===== src/rtl/bd_pkg.sv =====
// Shared types and defaults for the two-phase bundled-data transmitter.
// Latency: n/a (declarations only).
// Backpressure: n/a.
package bd_pkg;

  localparam int DEF_DATA_WIDTH   = 4;
  localparam int DEF_FIFO_DEPTH   = 4;
  localparam int DEF_SYNC_STAGES  = 2;
  localparam int DEF_SETUP_CYCLES = 1;
  localparam int DEF_CNT_WIDTH    = 16;

  typedef enum logic [1:0] {
    IDLE     = 2'd0,
    SETUP    = 2'd1,
    WAIT_ACK = 2'd2
  } bd_state_e;

  // One extra MSB lets full and empty be told apart when the index bits match.
  function automatic int bd_ptr_width(input int depth);
    return $clog2(depth) + 1;
  endfunction

endpackage


===== src/rtl/bd_sync_fifo.sv =====
// Small synchronous FIFO buffering producer words ahead of the async handshake.
// Latency: a pushed word is visible at the head one clock after the push; head read is combinational.
// Backpressure: full refuses a push even when a pop happens in the same cycle.
module bd_sync_fifo
  import bd_pkg::*;
#(
  parameter int DATA_WIDTH = DEF_DATA_WIDTH,
  parameter int FIFO_DEPTH = DEF_FIFO_DEPTH,
  localparam int PW        = bd_ptr_width(FIFO_DEPTH)
) (
  input  logic                  clk,
  input  logic                  rst_n,
  input  logic                  push,
  input  logic [DATA_WIDTH-1:0] push_data,
  input  logic                  pop,
  output logic [DATA_WIDTH-1:0] pop_data,
  output logic                  full,
  output logic                  empty,
  output logic [PW-1:0]         count
);

  localparam int AW = PW - 1;

  logic [PW-1:0]         wptr_q, wptr_d;
  logic [PW-1:0]         rptr_q, rptr_d;
  logic [DATA_WIDTH-1:0] mem_q [FIFO_DEPTH];
  logic [DATA_WIDTH-1:0] mem_d [FIFO_DEPTH];
  logic                  do_push;
  logic                  do_pop;

  assign empty    = (wptr_q == rptr_q);
  assign full     = (wptr_q[AW] != rptr_q[AW]) && (wptr_q[AW-1:0] == rptr_q[AW-1:0]);
  assign count    = wptr_q - rptr_q;
  assign pop_data = mem_q[rptr_q[AW-1:0]];
  assign do_push  = push && !full;
  assign do_pop   = pop && !empty;

  // Next pointers and storage write; pointers wrap naturally through the MSB.
  always_comb begin
    wptr_d = wptr_q;
    rptr_d = rptr_q;
    mem_d  = mem_q;
    if (do_push) begin
      mem_d[wptr_q[AW-1:0]] = push_data;
      wptr_d                = wptr_q + 1'b1;
    end
    if (do_pop) begin
      rptr_d = rptr_q + 1'b1;
    end
  end

  // State registers with synchronous active-low reset.
  always_ff @(posedge clk) begin
    if (!rst_n) begin
      wptr_q <= '0;
      rptr_q <= '0;
      for (int i = 0; i < FIFO_DEPTH; i++) mem_q[i] <= '0;
    end else begin
      wptr_q <= wptr_d;
      rptr_q <= rptr_d;
      mem_q  <= mem_d;
    end
  end

endmodule


===== src/rtl/bd_phase_tx.sv =====
// Sync-to-async transmitter: FIFO-buffered words sent over a two-phase req/ack bundled-data link.
// Latency: push into empty idle FIFO -> data_out next edge, req_out toggles SETUP_CYCLES edges later.
// Backpressure: in_ready = !full (and low in reset); next word waits for synchronised ack == req.
module bd_phase_tx
  import bd_pkg::*;
#(
  parameter int DATA_WIDTH   = DEF_DATA_WIDTH,
  parameter int FIFO_DEPTH   = DEF_FIFO_DEPTH,
  parameter int SYNC_STAGES  = DEF_SYNC_STAGES,
  parameter int SETUP_CYCLES = DEF_SETUP_CYCLES,
  parameter int CNT_WIDTH    = DEF_CNT_WIDTH
) (
  input  logic                  clk,
  input  logic                  rst_n,
  input  logic [DATA_WIDTH-1:0] in_data,
  input  logic                  in_valid,
  output logic                  in_ready,
  output logic [DATA_WIDTH-1:0] data_out,
  output logic                  req_out,
  input  logic                  ack_in,
  output logic                  busy,
  output logic [CNT_WIDTH-1:0]  sent_count
);

  localparam int PW = bd_ptr_width(FIFO_DEPTH);
  localparam int SW = (SETUP_CYCLES > 1) ? $clog2(SETUP_CYCLES) : 1;
  localparam logic [SW-1:0] SETUP_LOAD = SW'(SETUP_CYCLES - 1);

  bd_state_e             state_q, state_d;
  logic [SW-1:0]         setup_cnt_q, setup_cnt_d;
  logic [DATA_WIDTH-1:0] data_q, data_d;
  logic                  req_q, req_d;
  logic [CNT_WIDTH-1:0]  sent_q, sent_d;
  logic [SYNC_STAGES-1:0] ack_sync_q, ack_sync_d;
  logic                  ack_sync;

  logic                  fifo_pop;
  logic [DATA_WIDTH-1:0] fifo_rdata;
  logic                  fifo_full;
  logic                  fifo_empty;
  logic [PW-1:0]         fifo_count;

  bd_sync_fifo #(
    .DATA_WIDTH(DATA_WIDTH),
    .FIFO_DEPTH(FIFO_DEPTH)
  ) u_fifo (
    .clk      (clk),
    .rst_n    (rst_n),
    .push     (in_valid),
    .push_data(in_data),
    .pop      (fifo_pop),
    .pop_data (fifo_rdata),
    .full     (fifo_full),
    .empty    (fifo_empty),
    .count    (fifo_count)
  );

  assign ack_sync   = ack_sync_q[SYNC_STAGES-1];
  assign ack_sync_d = {ack_sync_q[SYNC_STAGES-2:0], ack_in};

  assign in_ready   = rst_n && !fifo_full;
  assign data_out   = data_q;
  assign req_out    = req_q;
  assign sent_count = sent_q;
  assign busy       = (state_q != IDLE) || (fifo_count != '0);

  // Handshake FSM: load word, hold for the bundling delay, toggle req, await matching ack.
  always_comb begin
    state_d     = state_q;
    setup_cnt_d = setup_cnt_q;
    data_d      = data_q;
    req_d       = req_q;
    sent_d      = sent_q;
    fifo_pop    = 1'b0;
    case (state_q)
      IDLE: begin
        // A stray ack (ack_sync != req) parks here until it settles back.
        if (ack_sync == req_q && !fifo_empty) begin
          fifo_pop    = 1'b1;
          data_d      = fifo_rdata;
          setup_cnt_d = SETUP_LOAD;
          state_d     = SETUP;
        end
      end
      SETUP: begin
        if (setup_cnt_q == '0) begin
          req_d   = ~req_q;
          state_d = WAIT_ACK;
        end else begin
          setup_cnt_d = setup_cnt_q - 1'b1;
        end
      end
      WAIT_ACK: begin
        if (ack_sync == req_q) begin
          sent_d = sent_q + 1'b1;
          if (!fifo_empty) begin
            fifo_pop    = 1'b1;
            data_d      = fifo_rdata;
            setup_cnt_d = SETUP_LOAD;
            state_d     = SETUP;
          end else begin
            state_d = IDLE;
          end
        end
      end
      default: state_d = IDLE;
    endcase
  end

  // State, datapath and ack synchroniser registers; reset abandons any in-flight token.
  always_ff @(posedge clk) begin
    if (!rst_n) begin
      state_q     <= IDLE;
      setup_cnt_q <= '0;
      data_q      <= '0;
      req_q       <= 1'b0;
      sent_q      <= '0;
      ack_sync_q  <= '0;
    end else begin
      state_q     <= state_d;
      setup_cnt_q <= setup_cnt_d;
      data_q      <= data_d;
      req_q       <= req_d;
      sent_q      <= sent_d;
      ack_sync_q  <= ack_sync_d;
    end
  end

endmodule


===== config.mk =====
export PLATFORM = sky130hd
export DESIGN_NAME = bd_phase_tx
export DESIGN_NICKNAME = d
export VERILOG_FILES = /design/src/rtl/bd_pkg.sv /design/src/rtl/bd_sync_fifo.sv /design/src/rtl/bd_phase_tx.sv
export SDC_FILE = /design/constraint.sdc
export NUM_CORES = 1
export LEC_CHECK = 0
export CAP_MARGIN = 20
export CORE_MARGIN = 5
export CORE_UTILIZATION = 53
export DETAILED_ROUTE_END_ITERATION = 7
export GPL_TIMING_DRIVEN = 1
export PLACE_DENSITY = 0.86
export SYNTH_ARGS = -nofsm -noshare
export SYNTH_HDL_FRONTEND = slang
export SYNTH_SLANG_ARGS = --single-unit

===== constraint.sdc =====
create_clock -name clk -period 2.3 [get_ports clk]
set_clock_uncertainty 0.15 [all_clocks]
set_input_delay 0.46 -clock clk [delete_from_list [all_inputs] [get_ports clk]]
set_output_delay 0.46 -clock clk [all_outputs]
set_load 0.005 [all_outputs]

Word level (Yosys, flattened, before mapping):

Index checks and enable logic that the tools add are counted.

* order comparisons: 3
* bitwise gates (word level): 4
* shift operators: 0
* div/mod/pow operators: 0
* $add $sub $neg: 5
* $mul: 0
* reductions and logical operators: 19
* muxes and demuxes: 24
* equality and inequality tests: 10

Operator list (count)
* $mux W4: 6
* $add A16 B1 Y16 const B: 1
* $bwmux W16: 1
* $bmux W4 S2: 1
* $demux W4 S2: 1
* $mux W1: 8
* $ne A2 B2 Y1 const B: 4
* $pmux W4 S2: 1
* $reduce_and A4 Y1: 2
* $add A3 B1 Y3 const B: 2
* $ge A3 B3 Y1 const B: 2
* $logic_and A1 B1 Y1: 6
* $mux W2: 3
* $not A2 Y3: 2
* $pmux W2 S3: 1
* $reduce_bool A3 Y1: 2
* $reduce_and A2 Y1: 2
* $reduce_bool A2 Y1: 2
* $eq A3 B3 Y1: 1
* $lt A3 B1 Y1 const B: 1
* $pmux W1 S3: 1
* $reduce_and A3 Y1: 1
* $sub A3 B3 Y3: 1
* $eq A2 B1 Y1 const B: 1
* 10 further kinds: 12

* register bits after elaboration: 48
* memory bits (read-only): 0
* input bits: 8
* bits in writable memories: 0
* latch bits: 0
* memories kept: 0

Longest topological paths before layout:

* word-level depth: 7
* gate-level depth with buffers: 6

Hierarchy:

Synthesis repeated with hierarchy kept, for this count alone.

* cell total of the unflattened synthesis: 240
* area, all modules: 2192.1 sq um

Modules (own cells, without submodules)
* bd_sync_fifo: times used 1, area each 1139.8 sq um, sequential area each 440.4 sq um, cells each 117
* bd_phase_tx: times used 1, area each 1052.3 sq um, sequential area each 500.5 sq um, cells each 123

Least setup slack after synthesis:

Ideal clock, no wire load.

* path type: input-to-output
* start: in rst_n
* end: out in_ready
* stages: 4
* required time: 1690 ps
* path slack: 406 ps
* buffers on the path: 2
* arrival time: 1284 ps
* path through: clkbuf_1 clkinv_1 buf_2 nor2_1

* cells in the longest elaborated chain, start to end: 1

RTL lines
* from (decl): line bd_phase_tx.sv:14 `input logic rst_n,`
* $logic_and A1 B1 Y1: line bd_phase_tx.sv:61 `assign in_ready = rst_n && !fifo_full;`
* to (decl): line bd_phase_tx.sv:17 `output logic in_ready,`

Every way passes these cells.

Final worst setup path:

* start: reg u_fifo.wptr_q[0]
* end: out busy

* cells in the longest elaborated chain, start to end: 3

RTL lines
* from (decl): line bd_sync_fifo.sv:24 `logic [PW-1:0] wptr_q, wptr_d;`
* from (signal assigned): line bd_sync_fifo.sv:59 `wptr_q <= wptr_d;`
* $sub A3 B3 Y3: line bd_sync_fifo.sv:33 `assign count = wptr_q - rptr_q;`
* $reduce_bool A3 Y1: line bd_phase_tx.sv:65 `assign busy = (state_q != IDLE) || (fifo_count != '0);`
* $logic_or A1 B1 Y1: line bd_phase_tx.sv:65
* to (decl): line bd_phase_tx.sv:21 `output logic busy,`

Every way passes these cells.

==> metrics.txt <==
# TYPE chip_impl_metric gauge
chip_impl_metric{name="critPathMaxFanout",unit=""} 2
chip_impl_metric{name="p_per_area",unit="nW/um^2"} 791.0
chip_impl_metric{name="setup-tns-final",unit="ns"} 0
chip_impl_metric{name="final_cycle_share",unit=""} 0.9478
chip_impl_info{name="rr_startpoint",value="req_out"} 1
chip_impl_metric{name="worst_slew_pin_slew",unit="ns"} 0.8828
chip_impl_metric{name="synth_top_cell_area_share",unit=""} 0.4490
chip_impl_metric{name="cts.sink_count",unit=""} 47
chip_impl_metric{name="height_of_the_die",unit="um"} 72.88
chip_impl_info{name="synth_ff_type",value="sky130_fd_sc_hd__dfxtp_1"} 1
chip_impl_info{name="worstHoldPathType",value="reg2reg"} 1
chip_impl_info{name="synthDominantAreaCellType",value="sky130_fd_sc_hd__dfxtp_1"} 1
chip_impl_metric{name="residual_overflow_from_global_routing",unit=""} 0
chip_impl_metric{name="buffer_ports.inserted",unit=""} 30
chip_impl_info{name="commonest_cells_after_routing_fill_and_taps_aside",value="45 x sky130_fd_sc_hd__dfxtp_1, 28 x sky130_fd_sc_hd__clkdlybuf4s50_1, 23 x sky130_fd_sc_hd__nor2_1"} 1
chip_impl_metric{name="initial_utilization",unit=""} 0.5598
chip_impl_metric{name="max-vdd-ir-drop",unit="V"} 0.0005352
chip_impl_metric{name="yosysWarnings",unit=""} 0
chip_impl_metric{name="grt_start_max_net_pins",unit=""} 28
chip_impl_metric{name="clockBufferDepth",unit=""} 2
chip_impl_info{name="critPathLaunchType",value="flip-flop"} 1
chip_impl_metric{name="syn_area_per_cell",unit="um^2"} 9.614
chip_impl_metric{name="placed_cells_incl_taps",unit=""} 300
chip_impl_metric{name="drive_above_1_share",unit=""} 0.1423
chip_impl_metric{name="signed_area_change_from_the_synthesized_netlist_to_the_final_layout",unit="%"} 25.61
chip_impl_metric{name="synth-seq-cells",unit=""} 47
chip_impl_metric{name="relSlewSlack",unit=""} 0.4095
chip_impl_metric{name="yosys.cell_types.count",unit=""} 38
chip_impl_metric{name="fmax",unit="MHz"} 458.7
chip_impl_metric{name="number_of_global_route_vias_before_repair",unit=""} 1644
chip_impl_metric{name="grt_pass1_wl",unit="um"} 7341
chip_impl_info{name="cp-startpoint",value="u_fifo.wptr_q[0]"} 1
chip_impl_metric{name="drt-wirelength-per-cell",unit="um"} 14.32
chip_impl_metric{name="finish.cell_count_without_fillers",unit=""} 308
chip_impl_metric{name="antenna_found_initial",unit=""} 0
chip_impl_metric{name="antenna_cells_inserted",unit=""} 0
chip_impl_info{name="layout.cells.most_common",value="sky130_fd_sc_hd__dfxtp_1"} 1
chip_impl_metric{name="gpl.final_weighted_congestion",unit=""} 0.8550
chip_impl_info{name="setup.worst_path.class",value="reg2out"} 1
chip_impl_info{name="status",value="finished clean"} 1
chip_impl_metric{name="mappedNetlistArea",unit="um^2"} 2096
chip_impl_metric{name="clkSlewWorstSetupHoldPaths",unit="ns"} 0.09
chip_impl_info{name="worst_hold_startpoint",value="ack_sync_q[0]"} 1
chip_impl_metric{name="design.portCount",unit=""} 31
chip_impl_metric{name="synth_sequential_area_ratio",unit=""} 0.4490
chip_impl_metric{name="worstSkewPairLatency",unit="ns"} 0.30
chip_impl_metric{name="period_minus_slack",unit="ns"} 2.180
chip_impl_metric{name="core",unit="um^2"} 3744
chip_impl_info{name="rsz0062_at_grt",value="no"} 1
chip_impl_metric{name="p_leak",unit="uW"} 0.0009196
chip_impl_metric{name="postSynthNetCount",unit=""} 235
chip_impl_info{name="crit_path_end_kind",value="output port"} 1
chip_impl_metric{name="final_net_count",unit=""} 277
chip_impl_metric{name="drc_errors",unit=""} 0
chip_impl_metric{name="synth_cells",unit=""} 218
chip_impl_metric{name="drv_cap",unit=""} 0
chip_impl_metric{name="post-dp-hpwl",unit="um"} 2977
chip_impl_metric{name="initialDrtViolationCount",unit=""} 71
chip_impl_metric{name="share_of_synthesized_flip_flops_with_an_asynchronous_set_or_reset",unit=""} 0
chip_impl_metric{name="worst_ep_arrival",unit="ns"} 1.57
chip_impl_metric{name="die_w",unit="um"} 72.88
chip_impl_info{name="synth_area_leaders",value="sky130_fd_sc_hd__dfxtp_1 45%, sky130_fd_sc_hd__ha_1 4.8%, sky130_fd_sc_hd__nand3_1 4.8%"} 1
chip_impl_metric{name="cts-buffers-inserted",unit=""} 5
chip_impl_metric{name="final_core_util",unit=""} 0.7032
chip_impl_metric{name="drt-total-wl",unit="um"} 4410
chip_impl_metric{name="rows",unit=""} 22
chip_impl_metric{name="hold_slack",unit="ns"} 0.2782
chip_impl_metric{name="critical_path_required",unit="ns"} 1.69
chip_impl_metric{name="postRouteAntennaNets",unit=""} 0
chip_impl_metric{name="first_pass_iters",unit=""} 4
chip_impl_metric{name="synth-edff-count",unit=""} 0
chip_impl_metric{name="final_hold_viol_count",unit=""} 0
chip_impl_metric{name="floorplan.die_area",unit="um^2"} 5311
chip_impl_metric{name="report.final.setup_viol",unit=""} 0
chip_impl_info{name="cts_root_buffer",value="sky130_fd_sc_hd__clkbuf_8"} 1
chip_impl_metric{name="htree_num_levels",unit=""} 2
chip_impl_metric{name="nFillCells",unit=""} 312
chip_impl_metric{name="routed_via_density",unit=""} 5.503
chip_impl_info{name="cts_tree",value="built"} 1
chip_impl_metric{name="grt_util_overall",unit=""} 0.1787
chip_impl_metric{name="routed-via-count",unit=""} 1695
chip_impl_metric{name="timing_max_transition_violations_final",unit=""} 0
==> what timing repair did <==
item,4_1_cts,5_1_grt
buffers inserted,1,0
resized for setup,8,1
setup endpoints to repair,2,1
pin swaps,1,0
hold buffers,0,0
==> state kept, by name, indices dropped and copies added (netlist names) <==
name,flops
sent_count,16
u_fifo.mem_q,16
data_out,4
u_fifo.rptr_q,3
u_fifo.wptr_q,3
ack_sync_q,2
state_q,2
req_out,1
==> synthesized netlist by cell type, types with 2 or more instances <==
cell type and number:
sky130_fd_sc_hd__o21ai_0 17, sky130_fd_sc_hd__or3_1 2, sky130_fd_sc_hd__clkbuf_1 4, sky130_fd_sc_hd__or4_1 4, sky130_fd_sc_hd__xnor2_1 10, sky130_fd_sc_hd__nand4_1 4, sky130_fd_sc_hd__nand2b_1 3, sky130_fd_sc_hd__o31ai_1 4
sky130_fd_sc_hd__nand3_1 20, sky130_fd_sc_hd__nor3_1 2, sky130_fd_sc_hd__a21oi_1 7, sky130_fd_sc_hd__nand2_1 12, sky130_fd_sc_hd__dfxtp_1 47, sky130_fd_sc_hd__buf_2 2, sky130_fd_sc_hd__ha_1 8, sky130_fd_sc_hd__mux2i_1 8
sky130_fd_sc_hd__xor2_1 5, sky130_fd_sc_hd__mux4_2 4, sky130_fd_sc_hd__and2_1 2, sky130_fd_sc_hd__nor2_1 23, sky130_fd_sc_hd__nor4_1 5, sky130_fd_sc_hd__o211ai_1 3, sky130_fd_sc_hd__inv_1 7
==> cells by family after synthesis <==
kind of cell | after synthesis | share of synthesized area
compound gates | 35 | 0.1093
xor+xnor | 16 | 0.07045
fa+ha+maj | 9 | 0.05732
buf+inv | 16 | 0.03164
flops | 47 | 0.4490
mux | 12 | 0.08120
simple gates | 83 | 0.2012
==> through the flow <==
stage	worst slack [ns]	total power, uW	area, um^2
6_report	0.1200	2082	2633
5_1_grt	0.06200	2180	2633
4_1_cts	0.008580	2089	2638
3_5_place_dp	-0.02858	1560	2510
3_3_place_gp	0.02545	1543	2510
2_1_floorplan	0.4056	1331	2096
==> layer usage <==
layer,global-route usage,wire length (um),share of wire,vias up
li1,-,-,-,849
met1,0.1923,1838,0.42,800
met2,0.3347,2330,0.53,35
met3,0.03444,146,0.033,11
met4,0.07787,95,0.022,0
met5,0,0,0,-
==> critical path: stages (launching register included) <==
cell	delay, ns
sky130_fd_sc_hd__dfxtp_2	0.33
sky130_fd_sc_hd__inv_1	0.07
sky130_fd_sc_hd__ha_4	0.16
sky130_fd_sc_hd__fa_2	0.51
sky130_fd_sc_hd__nand4_1	0.08
sky130_fd_sc_hd__clkbuf_2	0.12
==> final cells by class <==
cell class | instances | area, um^2 | area share
timing repair buffer | 43 | 391.6 | 0.1488
clock buffer | 6 | 82.58 | 0.03137
tap | 48 | 60.06 | 0.02281
clock inverter | 1 | 8.758 | 0.003327
inverter | 8 | 30.03 | 0.01141
multi-input combinational | 155 | 1116 | 0.4240
sequential | 47 | 943.4 | 0.3584
==> worst paths after layout <==
check | to | cells past startpoint | slack [ns]
setup / recovery | busy | 5 | 0.12
hold / removal | ack_sync_q[1] | 1 | 0.28
setup reg to reg | sent_count[11] | 4 | 0.24
hold reg to reg | ack_sync_q[1] | 1 | 0.28
==> report_power, final <==
group	switching (uW)	internal, uW
combinational	321	323
clock	263	242
sequential	56.5	877
total	641	1440
No activity file was read; power rests on OpenSTA's default activity.
